==> config.mk <==
export PLATFORM = sky130hd
export DESIGN_NAME = sdram_port_arbiter
export DESIGN_NICKNAME = d
export VERILOG_FILES = /design/src/rtl/sdram_port_arbiter.sv
export SDC_FILE = /design/constraint.sdc
export NUM_CORES = 1
export LEC_CHECK = 0
export BUFFER_PORTS_ARGS = -buffer_cell sky130_fd_sc_hd__buf_2
export CORE_ASPECT_RATIO = 0.5
export CORE_MARGIN = 4
export CORE_UTILIZATION = 40
export CTS_CLUSTER_DIAMETER = 200
export CTS_CLUSTER_SIZE = 8
export DETAILED_ROUTE_END_ITERATION = 10
export PLACE_DENSITY = 0.85
export SYNTH_ARGS = -nofsm -noshare
export SYNTH_HDL_FRONTEND = slang
export SYNTH_SLANG_ARGS = --single-unit
==> constraint.sdc <==
create_clock -name clk_clk -period 4.3 [get_ports clk_clk]
set_clock_uncertainty 0.1 [all_clocks]
set_input_delay 0.43 -clock clk_clk [delete_from_list [all_inputs] [get_ports clk_clk]]
set_output_delay 0.43 -clock clk_clk [all_outputs]
set_load 0.005 [all_outputs]
==> src/rtl/sdram_port_arbiter.sv <==
// sdram_port_arbiter
// Shares one Avalon-MM SDRAM controller slave port between two masters.
// Per-command round-robin grant, command lock while the slave stalls, and an
// in-order tag FIFO that steers read data back to the issuing master.
// Optional build macro: SDRAM_ARB_FIXED_PRIO_EN (master 0 always wins ties).
//
// Handshake: a command is "presented" when s_read or s_write is high; it is
// accepted on a rising clock edge where s_waitrequest is low. A master's
// command is taken on the edge where its mN_waitrequest is low while it holds
// mN_read/mN_write. Read data is returned one beat per s_readdatavalid, in
// command order, with no flow control on the return path.

module sdram_port_arbiter #(
    parameter int ADDR_W   = 25,
    parameter int DATA_W   = 16,
    parameter int MAX_PEND = 8
) (
    input  logic                        clk_clk,
    input  logic                        reset_reset_n,

    input  logic [ADDR_W-1:0]           m0_address,
    input  logic                        m0_read,
    input  logic                        m0_write,
    input  logic [DATA_W-1:0]           m0_writedata,
    input  logic [DATA_W/8-1:0]         m0_byteenable,
    output logic                        m0_waitrequest,
    output logic [DATA_W-1:0]           m0_readdata,
    output logic                        m0_readdatavalid,

    input  logic [ADDR_W-1:0]           m1_address,
    input  logic                        m1_read,
    input  logic                        m1_write,
    input  logic [DATA_W-1:0]           m1_writedata,
    input  logic [DATA_W/8-1:0]         m1_byteenable,
    output logic                        m1_waitrequest,
    output logic [DATA_W-1:0]           m1_readdata,
    output logic                        m1_readdatavalid,

    output logic [ADDR_W-1:0]           s_address,
    output logic                        s_read,
    output logic                        s_write,
    output logic [DATA_W-1:0]           s_writedata,
    output logic [DATA_W/8-1:0]         s_byteenable,
    input  logic                        s_waitrequest,
    input  logic [DATA_W-1:0]           s_readdata,
    input  logic                        s_readdatavalid,

    output logic [$clog2(MAX_PEND):0]   pend_count,
    output logic                        err_underflow
);

    localparam int PTR_W = $clog2(MAX_PEND);
    localparam int CNT_W = PTR_W + 1;

    // Arbitration and command path
    logic req0;
    logic req1;
    logic cand0;
    logic cand1;
    logic gnt_valid;
    logic gnt_id;
    logic sel_read;
    logic sel_write;
    logic presented;
    logic accept;

    // Lock keeps a stalled command on the slave port until it is taken
    logic lock_q;
    logic lock_d;
    logic lock_id_q;
    logic lock_id_d;

`ifndef SDRAM_ARB_FIXED_PRIO_EN
    // Id of the master whose command was accepted most recently
    logic last_id_q;
    logic last_id_d;
`endif

    // Tag FIFO: one bit per outstanding read, holding the issuing master id
    logic [MAX_PEND-1:0] tag_q;
    logic [MAX_PEND-1:0] tag_d;
    logic [PTR_W-1:0]    wr_ptr_q;
    logic [PTR_W-1:0]    wr_ptr_d;
    logic [PTR_W-1:0]    rd_ptr_q;
    logic [PTR_W-1:0]    rd_ptr_d;
    logic [CNT_W-1:0]    cnt_q;
    logic [CNT_W-1:0]    cnt_d;
    logic                fifo_full;
    logic                fifo_empty;
    logic                push;
    logic                pop;
    logic                head_id;

    logic err_q;
    logic err_d;

    // FIFO occupancy flags derived from the registered count
    always_comb begin
        fifo_full  = (cnt_q == CNT_W'(MAX_PEND));
        fifo_empty = (cnt_q == '0);
        head_id    = tag_q[rd_ptr_q];
    end

    // Grant selection: lock wins, then round-robin (or fixed) among candidates.
    // A reader is not a candidate while the tag FIFO is full, which lets the
    // other master's write through.
    always_comb begin
        req0      = m0_read | m0_write;
        req1      = m1_read | m1_write;
        cand0     = req0 & ~(m0_read & fifo_full);
        cand1     = req1 & ~(m1_read & fifo_full);
        gnt_valid = 1'b0;
        gnt_id    = 1'b0;
        if (lock_q) begin
            gnt_valid = 1'b1;
            gnt_id    = lock_id_q;
        end else if (cand0 && cand1) begin
            gnt_valid = 1'b1;
`ifdef SDRAM_ARB_FIXED_PRIO_EN
            gnt_id    = 1'b0;
`else
            gnt_id    = ~last_id_q;
`endif
        end else if (cand0) begin
            gnt_valid = 1'b1;
            gnt_id    = 1'b0;
        end else if (cand1) begin
            gnt_valid = 1'b1;
            gnt_id    = 1'b1;
        end
    end

    // Command mux toward the controller and waitrequest back to the masters.
    // A read is never presented while the FIFO is full, even if a pop is
    // happening in the same cycle.
    always_comb begin
        sel_read       = gnt_id ? m1_read      : m0_read;
        sel_write      = gnt_id ? m1_write     : m0_write;
        s_address      = gnt_id ? m1_address   : m0_address;
        s_writedata    = gnt_id ? m1_writedata : m0_writedata;
        s_byteenable   = gnt_id ? m1_byteenable : m0_byteenable;
        s_read         = gnt_valid & sel_read & ~fifo_full;
        s_write        = gnt_valid & sel_write;
        presented      = s_read | s_write;
        accept         = presented & ~s_waitrequest;
        m0_waitrequest = ~(presented & ~gnt_id) | s_waitrequest;
        m1_waitrequest = ~(presented &  gnt_id) | s_waitrequest;
    end

    // Lock and round-robin history next state
    always_comb begin
        lock_d    = presented & s_waitrequest;
        lock_id_d = presented ? gnt_id : lock_id_q;
`ifndef SDRAM_ARB_FIXED_PRIO_EN
        last_id_d = accept ? gnt_id : last_id_q;
`endif
    end

    // Tag FIFO push/pop, occupancy count and sticky underflow flag
    always_comb begin
        push     = accept & s_read;
        pop      = s_readdatavalid & ~fifo_empty;
        tag_d    = tag_q;
        wr_ptr_d = wr_ptr_q;
        rd_ptr_d = rd_ptr_q;
        cnt_d    = cnt_q;
        if (push) begin
            tag_d[wr_ptr_q] = gnt_id;
            wr_ptr_d        = wr_ptr_q + 1'b1;
        end
        if (pop) begin
            rd_ptr_d = rd_ptr_q + 1'b1;
        end
        case ({push, pop})
            2'b10:   cnt_d = cnt_q + 1'b1;
            2'b01:   cnt_d = cnt_q - 1'b1;
            default: cnt_d = cnt_q;
        endcase
        err_d = err_q | (s_readdatavalid & fifo_empty);
    end

    // Read return steering: combinational from the controller's valid strobe
    always_comb begin
        m0_readdata      = s_readdata;
        m1_readdata      = s_readdata;
        m0_readdatavalid = s_readdatavalid & ~fifo_empty & ~head_id;
        m1_readdatavalid = s_readdatavalid & ~fifo_empty &  head_id;
        pend_count       = cnt_q;
        err_underflow    = err_q;
    end

    // State registers; everything clears immediately on reset
    always_ff @(posedge clk_clk or negedge reset_reset_n) begin
        if (!reset_reset_n) begin
            lock_q    <= 1'b0;
            lock_id_q <= 1'b0;
`ifndef SDRAM_ARB_FIXED_PRIO_EN
            last_id_q <= 1'b1;
`endif
            tag_q     <= '0;
            wr_ptr_q  <= '0;
            rd_ptr_q  <= '0;
            cnt_q     <= '0;
            err_q     <= 1'b0;
        end else begin
            lock_q    <= lock_d;
            lock_id_q <= lock_id_d;
`ifndef SDRAM_ARB_FIXED_PRIO_EN
            last_id_q <= last_id_d;
`endif
            tag_q     <= tag_d;
            wr_ptr_q  <= wr_ptr_d;
            rd_ptr_q  <= rd_ptr_d;
            cnt_q     <= cnt_d;
            err_q     <= err_d;
        end
    end

endmodule

---- Word level (Yosys, flattened, before mapping) ----
Index checks and enable logic that the tools add are counted.
word-level totals
  flip-flop bits (word level) ............. 22
  input bits .............................. 110
  output and inout bits ................... 86
operators by class
  multiplexer cells ....................... 18
  reduce and logical (&&, ||, !) cells .... 4
  order comparisons ....................... 3
  bitwise logic cells ..................... 32
  $add $sub $neg .......................... 4
  equal/unequal tests ..................... 3
operators by type and width
  operator             number
  $mux 25              1
  $and 1x1->1          16
  $mux 16              1
  $mux 1               11
  $not 1->1            10
  $bwmux 8             1
  $lt 3x4->1 const B   2
  $pmux 4 s2           1
  $add 3x1->3 const B  2
  $or 1x1->1           6
  $add 4x1->4 const B  1
  $eq 4x4->1 const B   1
  $logic_not 4->1      1
  $sub 4x1->4 const B  1
  $bmux 1 s3           1
  $demux 1 s3          1
  $ge 3x1->1 const B   1
  $eq 2x1->1 const B   1
  $eq 2x2->1 const B   1
  $logic_and 1x1->1    2
  $mux 2               1
  $reduce_bool 2->1    1

---- Depth between registers and ports, before layout ----
Gate-level depths: netlist (run 1).
  word-level depth ........................ 16
  gate-level depth with buffers ........... 13

---- Least setup slack after synthesis (run 1) ----
OpenSTA, ideal clock, no wires.
  path kind ............................... register to register
  from .................................... register cnt_q[1], in the netlist pend_count[1]
  to ...................................... register cnt_q[2], in the netlist pend_count[2]
  period minus slack after synthesis ...... 2.735 ns
  data arrival time ....................... 2.508 ns
  path slack .............................. 1.565 ns
  stages on the path, launching flop included .. 14
  required time ........................... 4.073 ns
  setup time .............................. 0.127 ns
  path buffers ............................ 2
  cell sequence ........................... dfrtp_1 or4b_1 clkbuf_1 o311ai_1 nor3_1 buf_2 inv_1 ha_1 xor2_1 ha_1 a21oi_1 xor2_1 nor2_1 xor2_1
on the way
  word-level cells in the longest chain between the ends .. 16
  elaborated cells on any way between the ends .. 33
RTL lines
  item                                             RTL line  source
  from (decl)                                      86        logic [CNT_W-1:0] cnt_q;
  from (signal assigned)                           214       cnt_q <= cnt_d;
  $eq 4x4->1                                       99        fifo_full = (cnt_q == CNT_W'(MAX_PEND));
  $and 1x1->1                                      111       cand1 = req1 & ~(m1_read & fifo_full);
  $not 1->1                                        111
  $and 1x1->1                                      111
  $mux 1                                           127       end else if (cand1) begin
  $mux 1                                           124       end else if (cand0) begin
  $mux 1                                           117       end else if (cand0 && cand1) begin
  $mux 1                                           114       if (lock_q) begin
  $mux 1                                           137       sel_read = gnt_id ? m1_read : m0_read;
  $and 1x1->1 (2 in a row)                         142       s_read = gnt_valid & sel_read & ~fifo_full;
  $or 1x1->1                                       144       presented = s_read | s_write;
  $and 1x1->1                                      145       accept = presented & ~s_waitrequest;
  $and 1x1->1                                      161       push = accept & s_read;
  $eq 2x1->1 or $eq 2x2->1 (tied branches)         174       case ({push, pop})
  $pmux 4 s2 or $reduce_bool 2->1 (tied branches)  n/a
Several ways; a longest one is shown, not always the timed one.
A chain may end at the register's enable or synchronous reset.

---- Worst setup path after layout (run 1) ----
  from .................................... register cnt_q[1], in the netlist pend_count[1]
  to ...................................... output s_address[6]
on the way
  word-level cells in the longest chain between the ends .. 9
  elaborated cells on any way between the ends .. 13
RTL lines
  item            RTL line  source
  $eq 4x4->1 (*)  99
  $and 1x1->1     111
  $not 1->1       111
  $and 1x1->1     111
  $mux 1          127
  $mux 1          124
  $mux 1 (*)      117
  $mux 1 (*)      114
  $mux 25 (*)     139       s_address = gnt_id ? m1_address : m0_address;
  to (decl)       39        output logic [ADDR_W-1:0] s_address,
Mark *: on every way between the ends. The rest lies on a longest branch, timed or not.

==> results of run 1 <==
==> worst reg2reg max path, cell delays in order, from the launching register on <==
cell and delay (ns):
dfrtp_1 0.47, or4b_1 0.26, o311ai_1 0.15, nor3_1 0.92, inv_1 0.18, ha_1 0.33
xor2_1 0.17, ha_1 0.19, a21oi_1 0.14, xor2_1 0.16, nor2_1 0.06, xor2_1 0.14
==> metrics by stage <==
step | total power (uW) | area, sq um
floorplan | 1080 | 2070
global placement | 1300 | 2580
detailed placement | 1360 | 2580
CTS | 1510 | 2630
global route | 1630 | 2630
finish | 1510 | 2630
==> power groups by stage <==
stage	clock, uW	combinational, uW	sequential (uW)
detailed placement	0	923	436
finish	147	925	438
global placement	0	877	426
global route	160	1010	459
CTS	150	927	435
floorplan	0	689	391
==> sequential cells by signal, indices dropped and copies added (netlist names) <==
signal / count
err_underflow: 1
last_id_q: 1
lock_id_q: 1
lock_q: 1
pend_count: 4
rd_ptr_q: 3
tag_q: 8
wr_ptr_q: 3
==> cells in the final DEF, fill, tap and decap left out, drive strengths merged, types with 2 or more instances in the layout <==
| master | synthesis | final |
|---|---|---|
| buf | 39 | 147 |
| mux2 | 54 | 54 |
| dfrtp | 21 | 21 |
| nand2 | 9 | 9 |
| inv | 7 | 7 |
| nor2 | 5 | 5 |
| xnor2 | 5 | 5 |
| ha | 5 | 5 |
| xor2 | 4 | 4 |
| clkbuf | 4 | 4 |
| o21ai | 4 | 4 |
| mux2i | 3 | 3 |
| a21o | 3 | 3 |
| nand4b | 3 | 3 |
| o211ai | 3 | 3 |
| nand2b | 2 | 2 |
| and2 | 2 | 2 |
| nor3 | 2 | 2 |
| a21oi | 2 | 2 |
| mux4 | 2 | 2 |
| nor4bb | 2 | 2 |
==> final cells by class <==
cell class | instances | area share, %
inverter | 7 | 0.998
tap | 70 | 3.33
multi-input combinational | 127 | 44.7
clock buffer | 4 | 2.09
timing repair buffer | 147 | 27.9
sequential | 22 | 21.0
==> layer usage <==
layer  wire [microns]  up-vias
li1                 -      889
met1             2800      915
met2             3240       93
met3              930        9
met4               53        0
met5                0        -
==> final timing paths <==
path / startpoint / endpoint / slack [ns] / cells after the start
max in group asynchronous: reset_reset_n / last_id_q / 3.73 / 1
hold reg to reg: err_underflow / err_underflow / 0.36 / 1
hold / removal: reset_reset_n / pend_count[3] / 0.02 / 1
setup reg to reg: pend_count[1] / pend_count[2] / 0.91 / 11
min in group clk_clk: s_readdatavalid / err_underflow / 0.28 / 2
setup / recovery: pend_count[1] / s_address[6] / 0.57 / 5
==> cells by family (layout without fill, tap and decap cells) <==
| group | after synthesis | after routing | synth area share (%) |
|---|---|---|---|
| AOI/OAI and AO/OA | 21 | 21 | 7.74 |
| xor gates and xnor gates | 9 | 9 | 3.81 |
| adders and majority gates | 5 | 5 | 3.02 |
| buffers and inverters | 50 | 158 | 16.6 |
| DFF | 22 | 22 | 26.7 |
| muxes | 59 | 59 | 33.0 |
| and+or+nand+nor | 33 | 33 | 9.19 |
==> summary.md, run 1 <==
| Metric | Value |
|---|---|
| Setup crit start kind | `flip-flop` |
| Setup CP Type | `reg -> out` |
| Die area | `0.00646 sq mm` |
| Final net count | `423` |
| CTS tree | `yes` |
| Area leader, netlist | `dfrtp_1` |
| Final Util | `53.1%` |
| GRT Overall Usage | `21.2%` |
| Internal Power | `894 uW` |
| Met1 Resource Use GR | `29.0%` |
| Yosys cell types | `44` |
| Mapped Cells | `199` |
| Post-synth top area share | `25.4%` |
| Die H | `58.9 microns` |
| Critical path fanouts, max | `57` |
| Max clock buf depth | `2` |
| Most instantiated cells after synthesis | `36 x mux2_2, 35 x buf_4, 21 x dfrtp_1, 18 x mux2_1, 9 x nand2_1` |
| Setup Viol. Count Final | `0` |
| Slew Limit Fails | `0` |
| # diodes | `0` |
| Initial drt markers | `151` |
| Count leader, synth | `mux2_2` |
| Post-place setup slack | `0.876 ns` |
| Leak pwr | `0.00134 uW` |
| Number of routed nets with antenna violations | `0` |
| Syn Area/Cell | `10.4 sq um` |
| Sw Share | `40.8%` |
| Post-CTS setup buffers | `0` |
| RSZ-0062 raised after global routing | `no` |
| CP top delay family | `compound AO/OA/AOI/OAI gates` |
| Power Dens Cells | `573 mW/mm^2` |
| CTS Buf Count | `3` |
| First-pass GRT wire length | `10200 microns` |
| Vias in the first global route | `1878` |
| Post-CTS Resized | `0` |
| Final Wtd Congestion | `0.814` |
| Slew HR | `19.8%` |
| Clock root buffer | `clkbuf_8` |
| Port buffer count | `147` |
| CP cell instances | `or4b_1 -> mux2i_1 -> o2bb2a_2 -> mux2_2 -> buf_2` |
| Crit path DAT | `3.20 ns` |
| Register area | `552 sq um` |
| Multi-input gate area | `0.00118 sq mm` |
| Via/cell ratio | `5.06` |
| Synthesized area | `0.00207 sq mm` |
| MaxCap Viol Count | `0` |
| Logic pwr share | `61.3%` |
| Residual DRC | `0` |
| Number of synthesized flops with an enable pin | `0` |
| CP peak stage delay | `1.01 ns` |
| Post-CTS Hold Buffers | `0` |
| Status | `finished, final reports clean` |
| Initial Util | `41.8%` |
| Worst VDD drop | `0.000215 V` |
| Setup ws final | `0.567 ns` |
| Clock group share of total power | `9.7%` |
| Req. time, crit path | `3.77 ns` |
| Asr flop ratio synth | `100%` |
| Crit path max-delay cell type | `o2bb2a_2` |
| Core area | `0.00495 sq mm` |
| Final non-filler cell total | `377` |
| Actual slew at the worst max-slew pin | `1.20 ns` |
| Mapped Nets | `314` |
| Register area share after synthesis | `26.7%` |
| GR peak layer | `met2` |
| M3 GR Usage | `8.76%` |
| Ys flop type | `dfrtp_1` |
| Synth-to-Final Area Change | `27.2%` |
| Hpwl dp | `5970 microns` |
| Largest net degree at the start of global routing | `58` |
| Crit share post-route | `86.8%` |
| Setup crit end kind | `primary output` |
| Fin Setup TNS | `0 ns` |
| Share of post-route cells with drive strength above 1 | `63.2%` |
| Buf/Inv on CP | `1` |
| Wire length per cell | `18.6 microns` |
| Net Switching | `615 uW` |
| Total gr overflow | `0` |
| H-tree Lvls | `1` |
| IO Count | `196` |
| Clock Sinks | `22` |
| Fmax | `0.268 GHz` |
| Initial antenna violation count | `0` |
| Flop pwr share | `29.0%` |
| Yosys warnings | `0` |
| Latest clock arrival within the worst-skew pair | `0.26 ns` |
| Worst-path clk slew | `0.08 ns` |
| Vias | `1906` |
| Hold Crit Class | `in -> async` |
| GR Layer Usage met2 | `32.3%` |
| WL final | `7020 microns` |
| Placed instance count | `373` |
| Final Critical Period | `3.73 ns` |
| Width of the die | `110 microns` |
| FF+latch count, synth | `22` |
| WHS | `0.0202 ns` |
| First-pass iteration count of the detailed router | `4` |
| Synth top area cells | `dfrtp_1 25%, mux2_2 20%, buf_4 13%` |
| Fin. Hold Viols | `0` |
| Row count | `18` |
| Fillers | `450` |
Power figures use the tool's default switching activity.
==> run 2, diff against run 1 <==
--- a/config.mk
+++ b/config.mk
@@ -5,6 +5,7 @@
 export SDC_FILE = /design/constraint.sdc
 export NUM_CORES = 1
 export LEC_CHECK = 0
+export ABC_AREA = 0
 export BUFFER_PORTS_ARGS = -buffer_cell sky130_fd_sc_hd__buf_2
 export CORE_ASPECT_RATIO = 0.5
 export CORE_MARGIN = 4
@@ -12,7 +13,7 @@
 export CTS_CLUSTER_DIAMETER = 200
 export CTS_CLUSTER_SIZE = 8
 export DETAILED_ROUTE_END_ITERATION = 10
-export PLACE_DENSITY = 0.85
+export PLACE_DENSITY = 0.89
 export SYNTH_ARGS = -nofsm -noshare
 export SYNTH_HDL_FRONTEND = slang
 export SYNTH_SLANG_ARGS = --single-unit
==> summary.md, run 2 (synthesized netlist as in run 1, its figures left out) <==
| Metric | Value |
|---|---|
| Crit share post-route | `82.3% (was 86.8%)` |
| GRT Overall Usage | `17.1% (was 21.2%)` |
| Initial drt markers | `61 (was 151)` |
| WHS | `0.0129 ns (was 0.0202 ns)` |
| Width of the die | `110 microns (unchanged)` |
| Power Dens Cells | `563 mW/mm^2 (was 573 mW/mm^2)` |
| Internal Power | `898 uW (was 894 uW)` |
| Fin Setup TNS | `0 ns (unchanged)` |
| First-pass GRT wire length | `8780 microns (was 10200 microns)` |
| Final net count | `425 (was 423)` |
| Final Wtd Congestion | `0.743 (was 0.814)` |
| Placed instance count | `375 (was 373)` |
| MaxCap Viol Count | `0 (unchanged)` |
| Clock Sinks | `22 (unchanged)` |
| Initial antenna violation count | `0 (unchanged)` |
| Vias in the first global route | `1802 (was 1878)` |
| Fillers | `468 (was 450)` |
| IO Count | `196 (unchanged)` |
| Cells on worst reg2reg path | `11 (unchanged)` |
| Worst reg-to-reg setup slack | `0.98 ns (was 0.91 ns)` |
| Commonest non-fill, non-tap cell in the layout | `buf_2 (unchanged)` |
| Hpwl dp | `4910 microns (was 5970 microns)` |
| Actual slew at the worst max-slew pin | `1.06 ns (was 1.20 ns)` |
| Row count | `18 (unchanged)` |
| Core area | `0.00495 sq mm (unchanged)` |
| CTS Buf Count | `3 (unchanged)` |
| Post-CTS setup buffers | `0 (unchanged)` |
| H-tree Lvls | `1 (unchanged)` |
| Vias | `1829 (was 1906)` |
| Wire length per cell | `15.3 microns (was 18.6 microns)` |
| Reg2reg end | `pend_count[2] (unchanged)` |
| Setup Viol. Count Final | `0 (unchanged)` |
| Status | `finished, final reports clean (unchanged)` |
| Slew Limit Fails | `0 (unchanged)` |
| Reg-to-reg startpoint | `pend_count[0] (was pend_count[1])` |
| Port buffer count | `147 (unchanged)` |
| Worst Setup EP | `s_writedata[8] (was s_address[6])` |
| Largest net degree at the start of global routing | `24 (was 58)` |
| Total gr overflow | `0 (unchanged)` |
| Flop pwr share | `29.0% (about the same)` |
| CTS tree | `yes (unchanged)` |
| First-pass iteration count of the detailed router | `4 (unchanged)` |
| Register area | `552 sq um (unchanged)` |
| Setup crit end kind | `primary output (unchanged)` |
| RSZ-0062 raised after global routing | `no (unchanged)` |
| Req. time, crit path | `3.77 ns (about the same)` |
| Critical path fanouts, max | `23 (was 57)` |
| Max clock buf depth | `2 (unchanged)` |
| Setup crit start kind | `flip-flop (unchanged)` |
| Post-CTS Resized | `0 (unchanged)` |
| Initial Util | `41.8% (unchanged)` |
| Final non-filler cell total | `379 (was 377)` |
| Sw Share | `39.8% (was 40.8%)` |
| Crit path DAT | `3.01 ns (was 3.20 ns)` |
| Leading cell types in the layout, fill and taps excluded | `147 x buf_2, 36 x mux2_2, 21 x dfrtp_1, 18 x mux2_1, 9 x nand2_1 (unchanged)` |
| Fmax | `0.283 GHz (was 0.268 GHz)` |
| Clock group share of total power | `10.2% (was 9.7%)` |
| Max reg flops | `8 (unchanged)` |
| Number of routed nets with antenna violations | `0 (unchanged)` |
| Clock root buffer | `clkbuf_8 (unchanged)` |
| Multi-input gate area | `0.00118 sq mm (unchanged)` |
| Hold Crit Class | `in -> async (unchanged)` |
| Residual DRC | `0 (unchanged)` |
| Die area | `0.00646 sq mm (unchanged)` |
| Latest clock arrival within the worst-skew pair | `0.27 ns (was 0.26 ns)` |
| Via/cell ratio | `4.83 (was 5.06)` |
| Setup CP Type | `reg -> out (unchanged)` |
| # diodes | `0 (unchanged)` |
| Worst VDD drop | `0.000226 V (was 0.000215 V)` |
| Logic pwr share | `60.8% (was 61.3%)` |
| Final Critical Period | `3.54 ns (was 3.73 ns)` |
| Fin. Hold Viols | `0 (unchanged)` |
| WL final | `5800 microns (was 7020 microns)` |
| Largest Register | `tag_q (unchanged)` |
| Slew HR | `28.7% (was 19.8%)` |
| Die H | `58.9 microns (unchanged)` |
| Synth-to-Final Area Change | `27.9% (was 27.2%)` |
| Crit path launch | `pend_count[1] (unchanged)` |
| Net Switching | `593 uW (was 615 uW)` |
| Leak pwr | `0.00135 uW (was 0.00134 uW)` |
| Post-CTS Hold Buffers | `0 (unchanged)` |
| Setup ws final | `0.763 ns (was 0.567 ns)` |
| Share of post-route cells with drive strength above 1 | `63.4% (was 63.2%)` |
| Post-place setup slack | `0.998 ns (was 0.876 ns)` |
| Worst-path clk slew | `0.08 ns (about the same)` |
==> run 2: layout make-up <==
| cell class | count | share of cell area, % |
|---|---|---|
| repair buffers | 149 | 28.4 |
| flip-flops and latches | 22 | 20.8 |
| clock buffers | 4 | 2.08 |
| multi-input cells | 127 | 44.4 |
| inverters | 7 | 0.992 |
| well taps | 70 | 3.31 |
==> run 2: per-stage QoR <==
| step | cell area (sq um) | power (uW) | util (%) |
|---|---|---|---|
| 2_1_floorplan | 2070 | 1080 | - |
| 3_3_place_gp | 2590 | 1310 | 52.3 |
| 3_5_place_dp | 2590 | 1340 | 52.3 |
| 4_1_cts | 2650 | 1500 | 53.4 |
| 5_1_grt | 2650 | 1610 | 53.4 |
| 6_report | 2650 | 1490 | 53.4 |
==> run 2: power by group through the flow <==
stage	combinational, uW	clock (uW)	sequential (uW)
2_1_floorplan	689	0	391
3_3_place_gp	885	0	427
3_5_place_dp	908	0	434
4_1_cts	917	153	431
5_1_grt	992	162	452
6_report	906	152	433
==> run 2: worst min-delay path by stage <==
stage	from	to	slack, ns	depth (start not counted)
floorplan	reset_reset_n	err_underflow	0.03	0
global placement	reset_reset_n	err_underflow	0.32	1
detailed placement	reset_reset_n	err_underflow	0.32	1
CTS	reset_reset_n	pend_count[3]	0.03	1
global route	reset_reset_n	pend_count[3]	0.06	1
finish	reset_reset_n	pend_count[3]	0.01	1
==> run 2: layer usage <==
metal / vias up / part of all wire (%) / GRT usage (%)
met3: 6 / 5.1 / 3.18
met1: 861 / 42 / 22.6
met4: 0 / 0.72 / 3.73
met5: - / 0 / 0
li1: 897 / - / -
met2: 65 / 52 / 29.6
==> run 2: worst max-delay path, stage by stage (launching register included) <==
cell,delay [ns]
dfrtp_1,0.46
or4b_1,0.67
mux2i_1,0.20
o2bb2a_2,0.51
buf_4,0.36
mux2_1,0.39
buf_2,0.15
==> run 3, diff against run 2 <==
--- a/config.mk
+++ b/config.mk
@@ -9,11 +9,11 @@
 export BUFFER_PORTS_ARGS = -buffer_cell sky130_fd_sc_hd__buf_2
 export CORE_ASPECT_RATIO = 0.5
 export CORE_MARGIN = 4
-export CORE_UTILIZATION = 40
+export CORE_UTILIZATION = 34
 export CTS_CLUSTER_DIAMETER = 200
 export CTS_CLUSTER_SIZE = 8
 export DETAILED_ROUTE_END_ITERATION = 10
-export PLACE_DENSITY = 0.89
+export PLACE_DENSITY = 0.8
 export SYNTH_ARGS = -nofsm -noshare
 export SYNTH_HDL_FRONTEND = slang
 export SYNTH_SLANG_ARGS = --single-unit
==> constraint.sdc (replaced) <==
create_clock -name clk_clk -period 3.15 [get_ports clk_clk]
set_clock_uncertainty 0.1 [all_clocks]
set_input_delay 0.315 -clock clk_clk [delete_from_list [all_inputs] [get_ports clk_clk]]
set_output_delay 0.315 -clock clk_clk [all_outputs]
set_load 0.005 [all_outputs]
==> summary.md, run 3 (synthesized netlist as in run 1, its figures left out) <==
| Metric | Value |
|---|---|
| Status | `finished, final reports clean (unchanged)` |
| Core area | `0.00568 sq mm (was 0.00495 sq mm)` |
| Worst-path clk slew | `0.06 ns (was 0.08 ns)` |
| Final net count | `426 (was 425)` |
| Max clock buf depth | `2 (unchanged)` |
| Hpwl dp | `4730 microns (was 4910 microns)` |
| Die H | `63.2 microns (was 58.9 microns)` |
| Clock root buffer | `clkbuf_16 (was clkbuf_8)` |
| Via/cell ratio | `4.81 (was 4.83)` |
| CP peak stage delay | `0.65 ns (was 0.67 ns)` |
| Slew HR | `66.5% (was 28.7%)` |
| Req. time, crit path | `2.73 ns (was 3.77 ns)` |
| Fin Setup TNS | `0 ns (unchanged)` |
| Crit share post-route | `93.9%` |
| Synth-to-Final Area Change | `31.6% (was 27.9%)` |
| MaxCap Viol Count | `0 (unchanged)` |
| Post-CTS setup buffers | `0 (unchanged)` |
| Max reg flops | `8 (unchanged)` |
| Fmax | `0.338 GHz` |
| Leak pwr | `0.00138 uW (was 0.00135 uW)` |
| H-tree Lvls | `1 (unchanged)` |
| WL final | `5840 microns (was 5800 microns)` |
| Commonest non-fill, non-tap cell in the layout | `buf_2 (unchanged)` |
| Vias | `1843 (was 1829)` |
| Final Critical Period | `2.96 ns` |
| Leading cell types in the layout, fill and taps excluded | `147 x buf_2, 36 x mux2_2, 21 x dfrtp_1, 18 x mux2_1, 9 x nand2_1 (unchanged)` |
| Clock Sinks | `22 (unchanged)` |
| RSZ-0062 raised after global routing | `no (unchanged)` |
| Latest clock arrival within the worst-skew pair | `0.25 ns (was 0.27 ns)` |
| # diodes | `0 (unchanged)` |
| Power Dens Cells | `807 mW/mm^2 (was 563 mW/mm^2)` |
| Die area | `0.00747 sq mm (was 0.00646 sq mm)` |
| Wire length per cell | `15.2 microns (was 15.3 microns)` |
| Fillers | `533 (was 468)` |
| Final non-filler cell total | `383 (was 379)` |
| WP depth | `6 (unchanged)` |
| Post-CTS Resized | `0 (unchanged)` |
| Total gr overflow | `0 (unchanged)` |
| Crit path DAT | `2.54 ns (was 3.01 ns)` |
| Largest net degree at the start of global routing | `58 (was 24)` |
| Cells on worst reg2reg path | `11 (unchanged)` |
| CTS tree | `yes (unchanged)` |
| First-pass iteration count of the detailed router | `6 (was 4)` |
| CP cell instances | `or4b_1 -> mux2i_1 -> o2bb2a_2 -> buf_12 -> mux2_2 -> buf_2 (was or4b_1 -> mux2i_1 -> o2bb2a_2 -> buf_4 -> mux2_1 -> buf_2)` |
| Slew Limit Fails | `0 (unchanged)` |
| Initial drt markers | `64 (was 61)` |
| Vias in the first global route | `1875 (was 1802)` |
| IO Count | `196 (unchanged)` |
| Share of post-route cells with drive strength above 1 | `63.2% (was 63.4%)` |
| Residual DRC | `0 (unchanged)` |
| Buf/Inv on CP | `2 (unchanged)` |
| Hold path depth | `2` |
| Number of routed nets with antenna violations | `0 (unchanged)` |
| Setup Viol. Count Final | `0 (unchanged)` |
| Hold Crit Class | `in -> reg (was in -> async)` |
| WHS | `0.177 ns (was 0.0129 ns)` |
| Initial antenna violation count | `0 (unchanged)` |
| Worst VDD drop | `0.000311 V (was 0.000226 V)` |
| Initial Util | `36.4% (was 41.8%)` |
| CP top delay family | `simple AND/OR/NAND/NOR gates (unchanged)` |
| Setup crit end kind | `primary output (unchanged)` |
| Setup crit start kind | `flip-flop (unchanged)` |
| First-pass GRT wire length | `9060 microns (was 8780 microns)` |
| Port buffer count | `147 (unchanged)` |
| Largest Register | `tag_q (unchanged)` |
| Row count | `19 (was 18)` |
| Total power | `2200 uW (was 1490 uW)` |
| Width of the die | `118 microns (was 110 microns)` |
| GRT Overall Usage | `14.3% (was 17.1%)` |
| Setup CP Type | `reg -> out (unchanged)` |
| Critical path fanouts, max | `57 (was 23)` |
| Crit path max-delay cell type | `or4b_1 (unchanged)` |
| Placed instance count | `378 (was 375)` |
| Fin. Hold Viols | `0 (unchanged)` |
| CTS Buf Count | `3 (unchanged)` |
| Final Wtd Congestion | `0.806 (was 0.743)` |
| Actual slew at the worst max-slew pin | `0.502 ns (was 1.06 ns)` |
## run 3: cell types whose count changed in the layout (fill, tap and decap cells not counted), sizes merged
cell,delta
clkbuf,-1
bufinv,+1
dlygate4sd3,+1
## run 3: path summary, 6_finish.rpt
check / start / end / slack, ns
min: s_readdatavalid / err_underflow / 0.18
max reg2reg: pend_count[1] / pend_count[2] / 0.36
min in group asynchronous: reset_reset_n / pend_count[2] / 0.47
min reg2reg: err_underflow / err_underflow / 0.35
max: pend_count[1] / s_address[0] / 0.19
max in group asynchronous: reset_reset_n / last_id_q / 2.11
## run 3: timing repair
action	CTS	global route
hold endpoints to repair	21	0
setup endpoints to repair	0	0
hold buffers	1	0
## run 3: per-stage QoR
stage	cell area, sq um	worst slack, ns	util [%]
after floorplan	2070	0.415	-
after global placement	2610	0.500	45.9
after detailed placement	2610	0.405	45.9
after CTS	2720	0.196	47.9
after global routing	2720	0.0841	47.9
final	2720	0.192	47.9
## run 3: final cells by class
class                           instances  area, sq um  area share [%]
Timing Repair Buffer                  150          773            28.4
Sequential cell                        22          552            20.3
Tap cell                               73         91.3            3.35
Clock inverter                          1         30.0            1.10
Multi-Input combinational cell        127         1180            43.2
Inverter                                7         26.3           0.965
Clock buffer                            3         75.1            2.76
## run 3: layer usage
layer  global-route usage (%)  share of wire [%]  vias up  routed length [microns]
met3                     2.59                4.7       22                      274
met4                     4.38                1.6        0                       92
met1                     17.1                 41      860                     2380
li1                         -                  -      899                        -
met2                     26.4                 53       62                     3090
met5                        0                  0        -                        0
## run 3: power breakdown
group	switching [uW]	internal, uW
sequential	173	426
combinational	539	704
clock	103	252
total	816	1380
